$ cat src/rtl/cmp_share_pkg.sv
// Shared types and widths for the shared-comparator arbiter.
package cmp_share_pkg;

    // Arbiter control states
    typedef enum logic [1:0] {
        IDLE = 2'd0,
        CMP  = 2'd1,
        RESP = 2'd2
    } state_e;

    // Operand width of each requester slice
    localparam int unsigned OPND_W = 4;

    // Width of each per-requester grant counter
    localparam int unsigned CNT_W = 8;

endpackage

$ cat src/rtl/comparator_4bit.sv
// Unsigned 4-bit magnitude comparator; exactly one output is high.
module comparator_4bit (
    input  logic [3:0] a_i,
    input  logic [3:0] b_i,
    output logic       gt_o,
    output logic       eq_o,
    output logic       lt_o
);

    // Pure combinational compare
    always_comb begin
        gt_o = (a_i > b_i);
        eq_o = (a_i == b_i);
        lt_o = (a_i < b_i);
    end

endmodule

$ cat src/rtl/cmp_share_arb.sv
// Round-robin arbiter sharing one 4-bit comparator among N_REQ requesters.
// Optional per-requester saturating grant counters: define CMP_SHARE_ARB_STATS_EN.
module cmp_share_arb
    import cmp_share_pkg::*;
#(
    parameter int unsigned N_REQ = 4,
    parameter int unsigned ID_W  = 2
) (
    input  logic                      clk,
    input  logic                      rst,
    input  logic [N_REQ-1:0]          req,
    input  logic [N_REQ*OPND_W-1:0]   a_in,
    input  logic [N_REQ*OPND_W-1:0]   b_in,
    output logic [N_REQ-1:0]          gnt,
    output logic                      rsp_valid,
    output logic [ID_W-1:0]           rsp_id,
    output logic                      rsp_gt,
    output logic                      rsp_eq,
    output logic                      rsp_lt,
    input  logic                      rsp_ready
`ifdef CMP_SHARE_ARB_STATS_EN
    ,
    output logic [N_REQ*CNT_W-1:0]    grant_cnt
`endif
);

    state_e              state_q, state_d;
    logic [ID_W-1:0]     last_q, last_d;
    logic [OPND_W-1:0]   op_a_q, op_a_d;
    logic [OPND_W-1:0]   op_b_q, op_b_d;
    logic [ID_W-1:0]     op_id_q, op_id_d;
    logic [N_REQ-1:0]    gnt_q, gnt_d;
    logic                rsp_valid_q, rsp_valid_d;
    logic [ID_W-1:0]     rsp_id_q, rsp_id_d;
    logic                rsp_gt_q, rsp_gt_d;
    logic                rsp_eq_q, rsp_eq_d;
    logic                rsp_lt_q, rsp_lt_d;

    logic                win_found;
    logic [ID_W-1:0]     win_idx;
    logic                grant_fire;
    logic                cmp_gt, cmp_eq, cmp_lt;

    // Round-robin pick: first active request after the last granted index
    always_comb begin
        int unsigned idx;
        win_found = 1'b0;
        win_idx   = '0;
        idx       = 0;
        for (int unsigned k = 1; k <= N_REQ; k++) begin
            idx = (int'(last_q) + k) % N_REQ;
            if (!win_found && req[idx]) begin
                win_found = 1'b1;
                win_idx   = ID_W'(idx);
            end
        end
    end

    assign grant_fire = (state_q == IDLE) && win_found;

    comparator_4bit u_cmp (
        .a_i  (op_a_q),
        .b_i  (op_b_q),
        .gt_o (cmp_gt),
        .eq_o (cmp_eq),
        .lt_o (cmp_lt)
    );

    // Next-state and datapath updates for the IDLE -> CMP -> RESP sequence
    always_comb begin
        state_d     = state_q;
        last_d      = last_q;
        op_a_d      = op_a_q;
        op_b_d      = op_b_q;
        op_id_d     = op_id_q;
        gnt_d       = '0;
        rsp_valid_d = rsp_valid_q;
        rsp_id_d    = rsp_id_q;
        rsp_gt_d    = rsp_gt_q;
        rsp_eq_d    = rsp_eq_q;
        rsp_lt_d    = rsp_lt_q;
        case (state_q)
            IDLE: begin
                if (win_found) begin
                    state_d        = CMP;
                    last_d         = win_idx;
                    op_id_d        = win_idx;
                    op_a_d         = a_in[int'(win_idx)*OPND_W +: OPND_W];
                    op_b_d         = b_in[int'(win_idx)*OPND_W +: OPND_W];
                    gnt_d[win_idx] = 1'b1;
                end
            end
            CMP: begin
                rsp_valid_d = 1'b1;
                rsp_id_d    = op_id_q;
                rsp_gt_d    = cmp_gt;
                rsp_eq_d    = cmp_eq;
                rsp_lt_d    = cmp_lt;
                state_d     = RESP;
            end
            RESP: begin
                // Response fields stay frozen; only valid drops on handshake
                if (rsp_ready) begin
                    rsp_valid_d = 1'b0;
                    state_d     = IDLE;
                end
            end
            default: state_d = IDLE;
        endcase
    end

    // State registers with synchronous reset; last_q starts at N_REQ-1 so 0 wins first
    always_ff @(posedge clk) begin
        if (rst) begin
            state_q     <= IDLE;
            last_q      <= ID_W'(N_REQ - 1);
            op_a_q      <= '0;
            op_b_q      <= '0;
            op_id_q     <= '0;
            gnt_q       <= '0;
            rsp_valid_q <= 1'b0;
            rsp_id_q    <= '0;
            rsp_gt_q    <= 1'b0;
            rsp_eq_q    <= 1'b0;
            rsp_lt_q    <= 1'b0;
        end else begin
            state_q     <= state_d;
            last_q      <= last_d;
            op_a_q      <= op_a_d;
            op_b_q      <= op_b_d;
            op_id_q     <= op_id_d;
            gnt_q       <= gnt_d;
            rsp_valid_q <= rsp_valid_d;
            rsp_id_q    <= rsp_id_d;
            rsp_gt_q    <= rsp_gt_d;
            rsp_eq_q    <= rsp_eq_d;
            rsp_lt_q    <= rsp_lt_d;
        end
    end

    assign gnt       = gnt_q;
    assign rsp_valid = rsp_valid_q;
    assign rsp_id    = rsp_id_q;
    assign rsp_gt    = rsp_gt_q;
    assign rsp_eq    = rsp_eq_q;
    assign rsp_lt    = rsp_lt_q;

`ifdef CMP_SHARE_ARB_STATS_EN
    logic [N_REQ*CNT_W-1:0] cnt_q;

    // Saturating grant counters, bumped in step with each gnt pulse
    always_ff @(posedge clk) begin
        if (rst) begin
            cnt_q <= '0;
        end else begin
            for (int i = 0; i < int'(N_REQ); i++) begin
                if (grant_fire && (int'(win_idx) == i) &&
                    (cnt_q[i*CNT_W +: CNT_W] != {CNT_W{1'b1}})) begin
                    cnt_q[i*CNT_W +: CNT_W] <= cnt_q[i*CNT_W +: CNT_W] + 1'b1;
                end
            end
        end
    end

    assign grant_cnt = cnt_q;
`else
    logic unused_grant_fire;
    assign unused_grant_fire = grant_fire;
`endif

endmodule

$ cat config.mk
export PLATFORM = sky130hd
export DESIGN_NAME = cmp_share_arb
export DESIGN_NICKNAME = d
export VERILOG_FILES = /design/src/rtl/cmp_share_pkg.sv /design/src/rtl/comparator_4bit.sv /design/src/rtl/cmp_share_arb.sv
export SDC_FILE = /design/constraint.sdc
export NUM_CORES = 1
export LEC_CHECK = 0
export CAP_MARGIN = 20
export CORE_UTILIZATION = 41
export CTS_BUF_LIST = sky130_fd_sc_hd__clkbuf_4
export CTS_CLUSTER_SIZE = 40
export DETAILED_ROUTE_END_ITERATION = 7
export PLACE_DENSITY = 0.83
export SLEW_MARGIN = 20
export SYNTH_ARGS = -nofsm -noshare
export SYNTH_HDL_FRONTEND = slang
export SYNTH_HIERARCHICAL = 1
export SYNTH_SLANG_ARGS = --single-unit
$ cat constraint.sdc
create_clock -name clk -period 1.6 [get_ports clk]
set_input_delay 0.16 -clock clk [delete_from_list [all_inputs] [get_ports clk]]
set_output_delay 0.16 -clock clk [all_outputs]
set_load 0.03 [all_outputs]
==> flow_summary_export.csv, run 1 <==
group,metric,value,unit
outcome,status,"complete, but fails checks",
outcome,violations,"negative setup slack",
grt,grt_max_degree,20,
timing,period_needed,1620,ps
setup_path,r2r_slack,-20,ps
routing,routed_wirelength,3300,um
cts,insertion_delay,320,ps
cts,clock_path_buffers,2,
logic_synthesis,ys_seq_elements,24,
logic_synthesis,postSynth.topFlopCell,"sky130_fd_sc_hd__dfxtp_1",
routing,wl_per_cell,13.6,um
timing,hold_violations,0,
grt,grt_remaining_overflow,0,
routing,remaining_drc_errors,0,
setup_path,timing_worst_setup_path_type,"flop to flop",
cells_and_area,final-instance-count-excl-fill,242,
timing,rsz0062_at_grt,"yes",
cells_and_area,area_delta_synth_final,51.9,%
logic_synthesis,synthArstFlopShare,0,%
setup_path,cpLargestDelayFamily,"flip-flops",
placement,port_buffers,48,
routing,route.vias.total,1234,
pwr,leakagePower,0.873,nW
routing,antenna_left,0,
pwr,part_of_the_total_power_dissipated_in_combinational_logic,47.1,%
timing,worst_clock_skew,13.4,ps
logic_synthesis,yosys_warnings,6,
pwr,power_frac_clock,14.5,%
logic_synthesis,post_synth_most_frequent_cells,"24 x sky130_fd_sc_hd__dfxtp_1, 22 x sky130_fd_sc_hd__mux2i_1, 14 x sky130_fd_sc_hd__nor2_1, 9 x sky130_fd_sc_hd__nand3b_1",
logic_synthesis,ys_seq_area_share,35.4,%
cells_and_area,n_antenna_cell,0,
placement,place_congestion,0.768,
pwr,swShare,32.5,%
logic_synthesis,synth.top_cells.by_area,"sky130_fd_sc_hd__dfxtp_1 35%, sky130_fd_sc_hd__mux2i_1 16%, sky130_fd_sc_hd__mux2_4 6.6%",
setup_path,worst_setup_path_start_kind,"flop",
timing,max_clock_freq,615,MHz
timing,timing.hold.ws,500,ps
timing,finalMaxSlewViolations,0,
pwr,seq_power_share,38.4,%
logic_synthesis,net_count_after_synthesis,179,
logic_synthesis,syn_avg_cell_area,9.99,um^2
timing,fin_crit_sh,102,%
cts,cts_num_sinks,24,
setup_path,critical-path-slowest-cell,"sky130_fd_sc_hd__dfxtp_4",
grt,grt_antenna_before_repair,0,
setup_path,critical_path.max_stage_delay,380,ps
pwr,fin_total_pwr,1.89,mW
grt,grt_pass1_vias,1262,
cts,clock-root-buffer,"sky130_fd_sc_hd__clkbuf_4",
pwr,net_switching_power_figure,0.613,mW
pwr,power.density_cell_area,914,nW/um^2
logic_synthesis,most_common_cell_in_the_synthesized_netlist,"sky130_fd_sc_hd__dfxtp_1",
logic_synthesis,synth_top_area_share,35.4,%
setup_path,cells_along_the_critical_path,"nand2b_4, a311oi_4, buf_6, buf_8, mux2i_1, mux2_4, o21ai_2",
grt,grt_first_pass_wirelength,5170,um
setup_path,critPathArrivalTime,1880,ps
cts,ctsHtreeMaxLevel,1,
routing,drt-initial-drc-count,27,
cts,cts_tree,"done",
die,ioPinCount,49,
cts,clk_pin_slew,140,ps
logic_synthesis,postSynthCellCount,136,
timing,timing.slew.headroom,79.3,%
cells_and_area,post_route_cells_drive_above_1_share,23.7,%
grt,grt.total_usage,19.7,%
placement,dp.final_hpwl,2460,um
pwr,irDropWorstVdd,383,uV
die,floorplan.initialDensity,43.8,%
timing,tightestPinTransition,310,ps
setup_path,critical_path_peak_fanout,5,
worst_hold_path,hp_class,"flop to flop",
setup_path,critical_path_buf_inv_count,2,
die,fp.dieW,59.6,um
logic_synthesis,yosysUniqueCellTypes,34,
placement,dp_cells,234,
pwr,power.internal,1.27,mW
timing,finalSetupViolations,5,
cells_and_area,num-nets-final,242,
die,floorplan.die.height,59.6,um
setup_path,crit_required,1850,ps
die,floorplan.core_area,3100,um^2
die,rows,20,
routing,avgViaCountPerCell,5.10,
logic_synthesis,synth_edf_count,0,
logic_synthesis,cell_accounting_for_the_most_synthesized_area,"sky130_fd_sc_hd__dfxtp_1",
timing,worst_slack,-24.9,ps
flow_run,drv.max_cap_violation_count,0,
die,area_of_the_die,3550,um^2
cts,numCtsBuffers,3,
routing,firstDrtPassIters,4,
logic_synthesis,mappedNetlistArea,1360,um^2
setup_path,endpoint_kind,"flop",
timing,fin_setup_tns,-55.5,ps
-- placed cells by master (no fill, tap or decap), drive strengths merged --
cell type	n
o21ai	11
dlygate4sd2	2
mux2i	22
dfxtp	24
nor3b	2
a21oi	4
and2	1
a311oi	1
ha	4
nand3b	9
clkdlybuf4s50	46
nor3	4
nor2	14
nand2	2
clkbuf	3
buf	18
nand2b	3
nor2b	4
clkinv	1
inv	7
or2	2
o21bai	2
mux2	8
and3	2
a211o	2
-- cell families after synthesis --
kind of cell    count (synthesis)  share of synthesized area (%)
simple gates                   43                           18.1
compound gates                 20                           12.1
mux                            30                           24.5
buf+inv                        15                           6.26
fa+ha+maj                       4                           3.68
flops                          24                           35.4
-- area by class of cell --
type,instances,area (um^2)
fillers,263,1040
multi-input cells,97,825
repair buffers,66,647
flip-flops and latches,24,485
well taps,44,55.1
inverters,7,26.3
clock buffers,3,22.5
clock inverters,1,3.75
-- per-layer routing --
metal	wire, um	global-route usage, %	up-vias
li1	-	-	597
met1	1240	20.5	583
met5	0	0	-
met4	89	11.3	0
met2	1840	37.7	43
met3	127	2.18	11
-- metrics by stage --
step / util, % / cell area, um^2 / setup slack (ps)
4_1_cts: 65.6 / 2040 / 4.15
3_3_place_gp: 62.9 / 1950 / -402
5_1_grt: 66.5 / 2060 / -113
6_report: 66.5 / 2060 / -24.9
2_1_floorplan: - / 1360 / 83.5
3_5_place_dp: 62.9 / 1950 / -452
-- power by group through the flow --
stage	sequential, mW	combinational, mW	clock [mW]
after global placement	0.728	0.774	0
after CTS	0.724	0.859	0.273
after global routing	0.734	0.957	0.306
final	0.725	0.888	0.274
after floorplan	0.777	0.497	0
after detailed placement	0.733	0.806	0
-- tightest hold or removal path, delay by kind of cell (launching register included) --
kind               cells  cell delay, ps
DFF                    1             330
and+or+nand+nor        1              90
AOI/OAI and AO/OA      1              50
-- repair_timing --
action / in CTS / in global routing
hold buffers: 0 / 0
setup endpoints to repair: 9 / 8
setup buffers: 2 / 1
endpoints found under the hold margin: 0 / 0
pin swaps: 2 / 0
cloned: 2 / 0
resized for setup: 14 / 6
-- sequential cells by signal (all words and copies together) (netlist names) --
signal     cells
op_id_q        2
op_a_q         4
op_b_q         4
state_q        2
rsp_eq         1
rsp_id         2
last_q         2
rsp_valid      1
rsp_gt         1
gnt            4
rsp_lt         1
-- final timing paths --
kind                  start   endpoint  cells after the start
hold reg to reg   op_b_q[1]  op_b_q[1]                      2
setup reg to reg  last_q[0]  op_a_q[0]                      7
hold / removal    op_b_q[1]  op_b_q[1]                      2
setup / recovery  last_q[0]  op_a_q[0]                      7
(Power assumes the default switching activity.)
==> run 2: changes to the inputs <==
==> constraint.sdc (replaced) <==
create_clock -name clk -period 1.3 [get_ports clk]
set_input_delay 0.13 -clock clk [delete_from_list [all_inputs] [get_ports clk]]
set_output_delay 0.13 -clock clk [all_outputs]
set_load 0.03 [all_outputs]
==> run 2 against run 1 <==
Net effect: the run still ends with negative setup slack left; non-clock buffer count is 1 higher; wire length is 5.2% higher; clock power is 15% higher; sequential power is 24% higher; via count is 0.49% lower; setup slack worse by 310 ps; critical path type unchanged.
==> flow_summary_export.csv, run 2 (synthesis gave the netlist of run 1 again) <==
group,metric,value,unit
cells_and_area,final-instance-count-excl-fill,242,
routing,route.vias.total,1228,
cells_and_area,final_cell_mix,"36 x sky130_fd_sc_hd__clkdlybuf4s50_1, 21 x sky130_fd_sc_hd__mux2i_1, 18 x sky130_fd_sc_hd__dfxtp_1, 13 x sky130_fd_sc_hd__buf_4, 12 x sky130_fd_sc_hd__nor2_1",
die,floorplan.initialDensity,43.8,%
cells_and_area,fin_area,2160,um^2
routing,firstDrtPassIters,5,
cts,clock-root-buffer,"sky130_fd_sc_hd__clkbuf_4",
grt,grt.total_usage,20.4,%
timing,tightestPinTransition,320,ps
cells_and_area,post_route_cells_drive_above_1_share,33.8,%
cts,insertion_delay,300,ps
routing,antenna_left,0,
pwr,leakagePower,0.946,nW
grt,grt_remaining_overflow,0,
placement,port_buffers,48,
placement,dp_cells,233,
timing,hold_violations,0,
die,rows,20,
cts,cts_tree,"done",
cells_and_area,postLayoutCoreUtil,69.6,%
cells_and_area,area_delta_synth_final,58.8,%
timing,fin_crit_sh,125,%
timing,worst_slack,-330,ps
die,area_of_the_die,3550,um^2
setup_path,endpoint_kind,"flop",
worst_hold_path,hold_path_startpoint,"rsp_ready",
routing,wl_per_cell,14.3,um
pwr,irDropWorstVdd,443,uV
worst_hold_path,hp_class,"input pin to flop",
die,fp.dieW,59.6,um
cells_and_area,final_common_cell,"sky130_fd_sc_hd__clkdlybuf4s50_1",
timing,timing.slew.headroom,78.8,%
cells_and_area,n_antenna_cell,0,
timing,timing.hold.ws,498,ps
grt,grt_max_degree,20,
timing,rsz0062_at_grt,"yes",
setup_path,critical_path_peak_fanout,5,
outcome,violations,"negative setup slack",
routing,drt-initial-drc-count,30,
die,floorplan.core_area,3100,um^2
timing,finalSetupViolations,17,
die,ioPinCount,49,
routing,routed_wirelength,3470,um
routing,remaining_drc_errors,0,
cts,cts_num_sinks,24,
die,floorplan.die.height,59.6,um
setup_path,critPathArrivalTime,1840,ps
setup_path,worst_setup_path_start_kind,"flop",
timing,fin_setup_tns,-3350,ps
cts,ctsHtreeMaxLevel,1,
placement,place_worst_setup_slack,-691,ps
pwr,fin_total_pwr,2.45,mW
cts,numCtsBuffers,3,
outcome,status,"complete, but fails checks",
placement,place_congestion,0.771,
setup_path,worst_r2r_startpoint,"last_q[0]",
setup_path,timing_worst_setup_path_type,"flop to flop",
cts,clk_pin_slew,130,ps
grt,grt_pass1_vias,1273,
timing,worst_clock_skew,2.50,ps
grt,grt_antenna_before_repair,0,
flow_run,drv.max_cap_violation_count,0,
timing,period_needed,1630,ps
grt,grt_first_pass_wirelength,5430,um
pwr,power.density_cell_area,1130,nW/um^2
routing,avgViaCountPerCell,5.07,
cells_and_area,filler_cell_count,254,
setup_path,crit_required,1510,ps
setup_path,worstSetupStartpoint,"last_q[0]",
cts,clock_path_buffers,2,
timing,finalMaxSlewViolations,0,
timing,max_clock_freq,613,MHz
placement,dpl-instance-area,1980,um^2
placement,dp.final_hpwl,2440,um
cells_and_area,num-nets-final,243,
## run 2: final cells by class
type / instances / area, um^2 / share of cell area (%)
multi-input cells: 97 / 896 / 41.5
repair buffers: 67 / 668 / 31.0
flip-flops and latches: 24 / 488 / 22.6
well taps: 44 / 55.1 / 2.55
inverters: 7 / 28.8 / 1.33
clock buffers: 3 / 22.5 / 1.04
## run 2: worst max-delay path, stage by stage (launching register included)
cell and delay, ps:
sky130_fd_sc_hd__dfxtp_2 360, sky130_fd_sc_hd__nand2b_4 150, sky130_fd_sc_hd__a311oi_4 280, sky130_fd_sc_hd__buf_6 180, sky130_fd_sc_hd__buf_12 130, sky130_fd_sc_hd__mux2i_2 220, sky130_fd_sc_hd__mux2_4 180, sky130_fd_sc_hd__o21ai_2 40
## run 2: power breakdown
group | internal, mW | leakage (nW) | switching, mW
registers | 0.839 | 0.198 | 0.0613
logic | 0.700 | 0.734 | 0.533
clock network | 0.108 | 0.0138 | 0.208
total | 1.65 | 0.946 | 0.802
## run 2: repair_timing
| action | 4_1_cts | 5_1_grt |
|---|---|---|
| hold buffers | 0 | 0 |
| setup endpoints to repair | 28 | 19 |
| pin swaps | 2 | 3 |
| cloned | 2 | 0 |
| resized for setup | 30 | 15 |
| setup buffers | 5 | 0 |
## run 2: path summary, 6_finish.rpt
check	to	slack [ps]	cells past startpoint
worst max-delay path	op_a_q[0]	-330	7
worst min-delay path	rsp_valid	500	4
worst max register to register	op_a_q[0]	-330	7
worst min register to register	op_b_q[1]	500	2
## run 2: metal layers
layer | GRT usage, % | vias to the layer above | wire length (um)
li1 | - | 604 | -
met5 | 0 | - | 0
met2 | 38.5 | 32 | 1840
met1 | 23.3 | 584 | 1440
met4 | 7.64 | 0 | 65
met3 | 2.40 | 8 | 117
==> run 3: changes to the inputs <==
--- a/config.mk
+++ b/config.mk
@@ -10,7 +10,8 @@
 export CTS_BUF_LIST = sky130_fd_sc_hd__clkbuf_4
 export CTS_CLUSTER_SIZE = 40
 export DETAILED_ROUTE_END_ITERATION = 7
-export PLACE_DENSITY = 0.83
+export GPL_ROUTABILITY_DRIVEN = 0
+export PLACE_DENSITY = 0.76
 export SLEW_MARGIN = 20
 export SYNTH_ARGS = -nofsm -noshare
 export SYNTH_HDL_FRONTEND = slang
==> run 3 against run 2 <==
Net effect: the run still ends with negative setup slack left; core utilization about the same; wire length down 12%; sequential share of layout area about the same; critical path type unchanged.
==> flow_summary_export.csv, run 3 (synthesis gave the netlist of run 1 again) <==
group,metric,value,unit
pwr,leakagePower,0.959,nW
timing,worst_clock_skew,10.1,ps
cts,clock_path_buffers,2,
cells_and_area,multiInputGateArea,878,um^2
setup_path,critical_path_buf_inv_count,2,
worst_hold_path,worst_hold_path.num_cells,2,
cts,numCtsBuffers,3,
cells_and_area,num-nets-final,243,
die,floorplan.die.height,59.6,um
setup_path,r2r_slack,-310,ps
cts,insertion_delay,310,ps
cells_and_area,post_route_cells_drive_above_1_share,31.3,%
placement,port_buffers,48,
setup_path,worst_r2r_startpoint,"last_q[0]",
grt,grt_first_pass_wirelength,5130,um
routing,remaining_drc_errors,0,
cts,clk_pin_slew,130,ps
cells_and_area,area.sequential,489,um^2
pwr,power.density_cell_area,1120,nW/um^2
routing,antenna_left,0,
cts,cts_num_sinks,24,
grt,grt_max_degree,20,
grt,grt.total_usage,19.3,%
routing,routed_wirelength,3040,um
timing,max_clock_freq,621,MHz
cts,cts_tree,"done",
timing,finalMaxSlewViolations,0,
grt,grt_pass1_vias,1237,
timing,tightestPinTransition,312,ps
setup_path,timing_worst_setup_path_type,"flop to flop",
timing,timing.slew.headroom,79.3,%
routing,wl_per_cell,12.6,um
routing,avgViaCountPerCell,4.89,
die,fp.dieW,59.6,um
timing,worst_slack,-311,ps
die,rows,20,
timing,fin_setup_tns,-3770,ps
setup_path,critical_path.max_stage_delay,360,ps
cells_and_area,area_delta_synth_final,58.9,%
placement,dp_cells,231,
cts,ctsHtreeMaxLevel,1,
cells_and_area,final_common_cell,"sky130_fd_sc_hd__clkdlybuf4s50_1",
worst_hold_path,hold_path_startpoint,"op_b_q[1]",
timing,hold_violations,0,
setup_path,endpoint_kind,"flop",
outcome,violations,"negative setup slack",
worst_hold_path,hp_class,"flop to flop",
timing,rsz0062_at_grt,"yes",
cells_and_area,final_cell_mix,"36 x sky130_fd_sc_hd__clkdlybuf4s50_1, 22 x sky130_fd_sc_hd__mux2i_1, 19 x sky130_fd_sc_hd__dfxtp_1, 11 x sky130_fd_sc_hd__nor2_1, 11 x sky130_fd_sc_hd__buf_4",
setup_path,reg2reg_to,"op_a_q[0]",
timing,period_needed,1610,ps
die,floorplan.initialDensity,43.8,%
cells_and_area,final-instance-count-excl-fill,242,
routing,drt-initial-drc-count,22,
die,floorplan.core_area,3100,um^2
die,ioPinCount,49,
flow_run,drv.max_cap_violation_count,0,
timing,fin_crit_sh,124,%
cells_and_area,n_antenna_cell,0,
setup_path,critical_path_peak_fanout,5,
cells_and_area,filler_cell_count,261,
die,area_of_the_die,3550,um^2
routing,firstDrtPassIters,4,
pwr,irDropWorstVdd,449,uV
setup_path,crit_required,1510,ps
routing,route.vias.total,1184,
setup_path,cells_along_the_critical_path,"nand2b_4, a311oi_4, buf_6, buf_12, mux2i_1, mux2_4, o21ai_2",
cts,clock-root-buffer,"sky130_fd_sc_hd__clkbuf_4",
setup_path,cpLargestDelayFamily,"multiplexers",
timing,finalSetupViolations,17,
outcome,status,"complete, but fails checks",
setup_path,critical-path-slowest-cell,"sky130_fd_sc_hd__dfxtp_2",
setup_path,r2r.worst_path.cells,7,
placement,dp.final_hpwl,2240,um
worst_hold_path,min_to,"op_b_q[1]",
grt,grt_antenna_before_repair,0,
grt,grt_remaining_overflow,0,
setup_path,worst_setup_path_start_kind,"flop",
setup_path,critPathArrivalTime,1820,ps
cts,post_cts_hold_buffer_count,0,
run 3: report_power, final:
part | internal (mW) | leakage, nW | switching [mW]
Sequential | 0.838 | 0.198 | 0.0616
Combinational | 0.691 | 0.747 | 0.500
Clock | 0.108 | 0.0138 | 0.208
run 3: cell type report:
cell class / instances / area share, %
multi-input cells: 97 / 40.7
repair buffers: 67 / 31.9
flip-flops and latches: 24 / 22.7
well taps: 44 / 2.55
inverters: 7 / 1.22
clock buffers: 3 / 1.04
run 3: how the worst max path moves through the flow:
stage          startpoint   endpoint  slack [ps]  cells after the start
2_1_floorplan   last_q[0]  op_a_q[0]        -130                      6
3_3_place_gp       req[1]  op_a_q[2]        -640                      7
3_5_place_dp       req[1]  op_a_q[0]        -700                      7
4_1_cts         last_q[1]  op_b_q[1]        -320                      7
5_1_grt         last_q[1]  op_a_q[3]        -360                      7
6_report        last_q[0]  op_a_q[0]        -310                      7
run 3: tightest hold or removal path, stage by stage, from the launching register on:
cell and delay (ps):
sky130_fd_sc_hd__dfxtp_2 340, sky130_fd_sc_hd__nand3b_1 90, sky130_fd_sc_hd__o21ai_2 50
run 3: routing by layer:
layer | up-vias | GRT usage [%] | wire length, um
met2 | 45 | 40.0 | 1700
li1 | 598 | - | -
met3 | 6 | 3.28 | 152
met1 | 535 | 18.7 | 1150
met5 | - | 0 | 0
met4 | 0 | 6.31 | 35
run 3: timing repair:
item,CTS,global route
setup endpoints to repair,28,19
pin swaps,3,3
setup buffers,5,2
resized for setup,30,10
cloned,2,0
run 3: per-stage QoR:
| step | power [mW] | hold slack, ps | cell area, um^2 | setup WS (ps) | utilization (%) |
|---|---|---|---|---|---|
| floorplan | 1.57 | 310 | 1370 | -134 | - |
| global placement | 1.89 | 470 | 1980 | -642 | 63.7 |
| detailed placement | 1.92 | 471 | 1980 | -701 | 63.7 |
| CTS | 2.39 | 485 | 2140 | -320 | 68.9 |
| global route | 2.55 | 510 | 2160 | -365 | 69.6 |
| finish | 2.41 | 491 | 2160 | -311 | 69.6 |
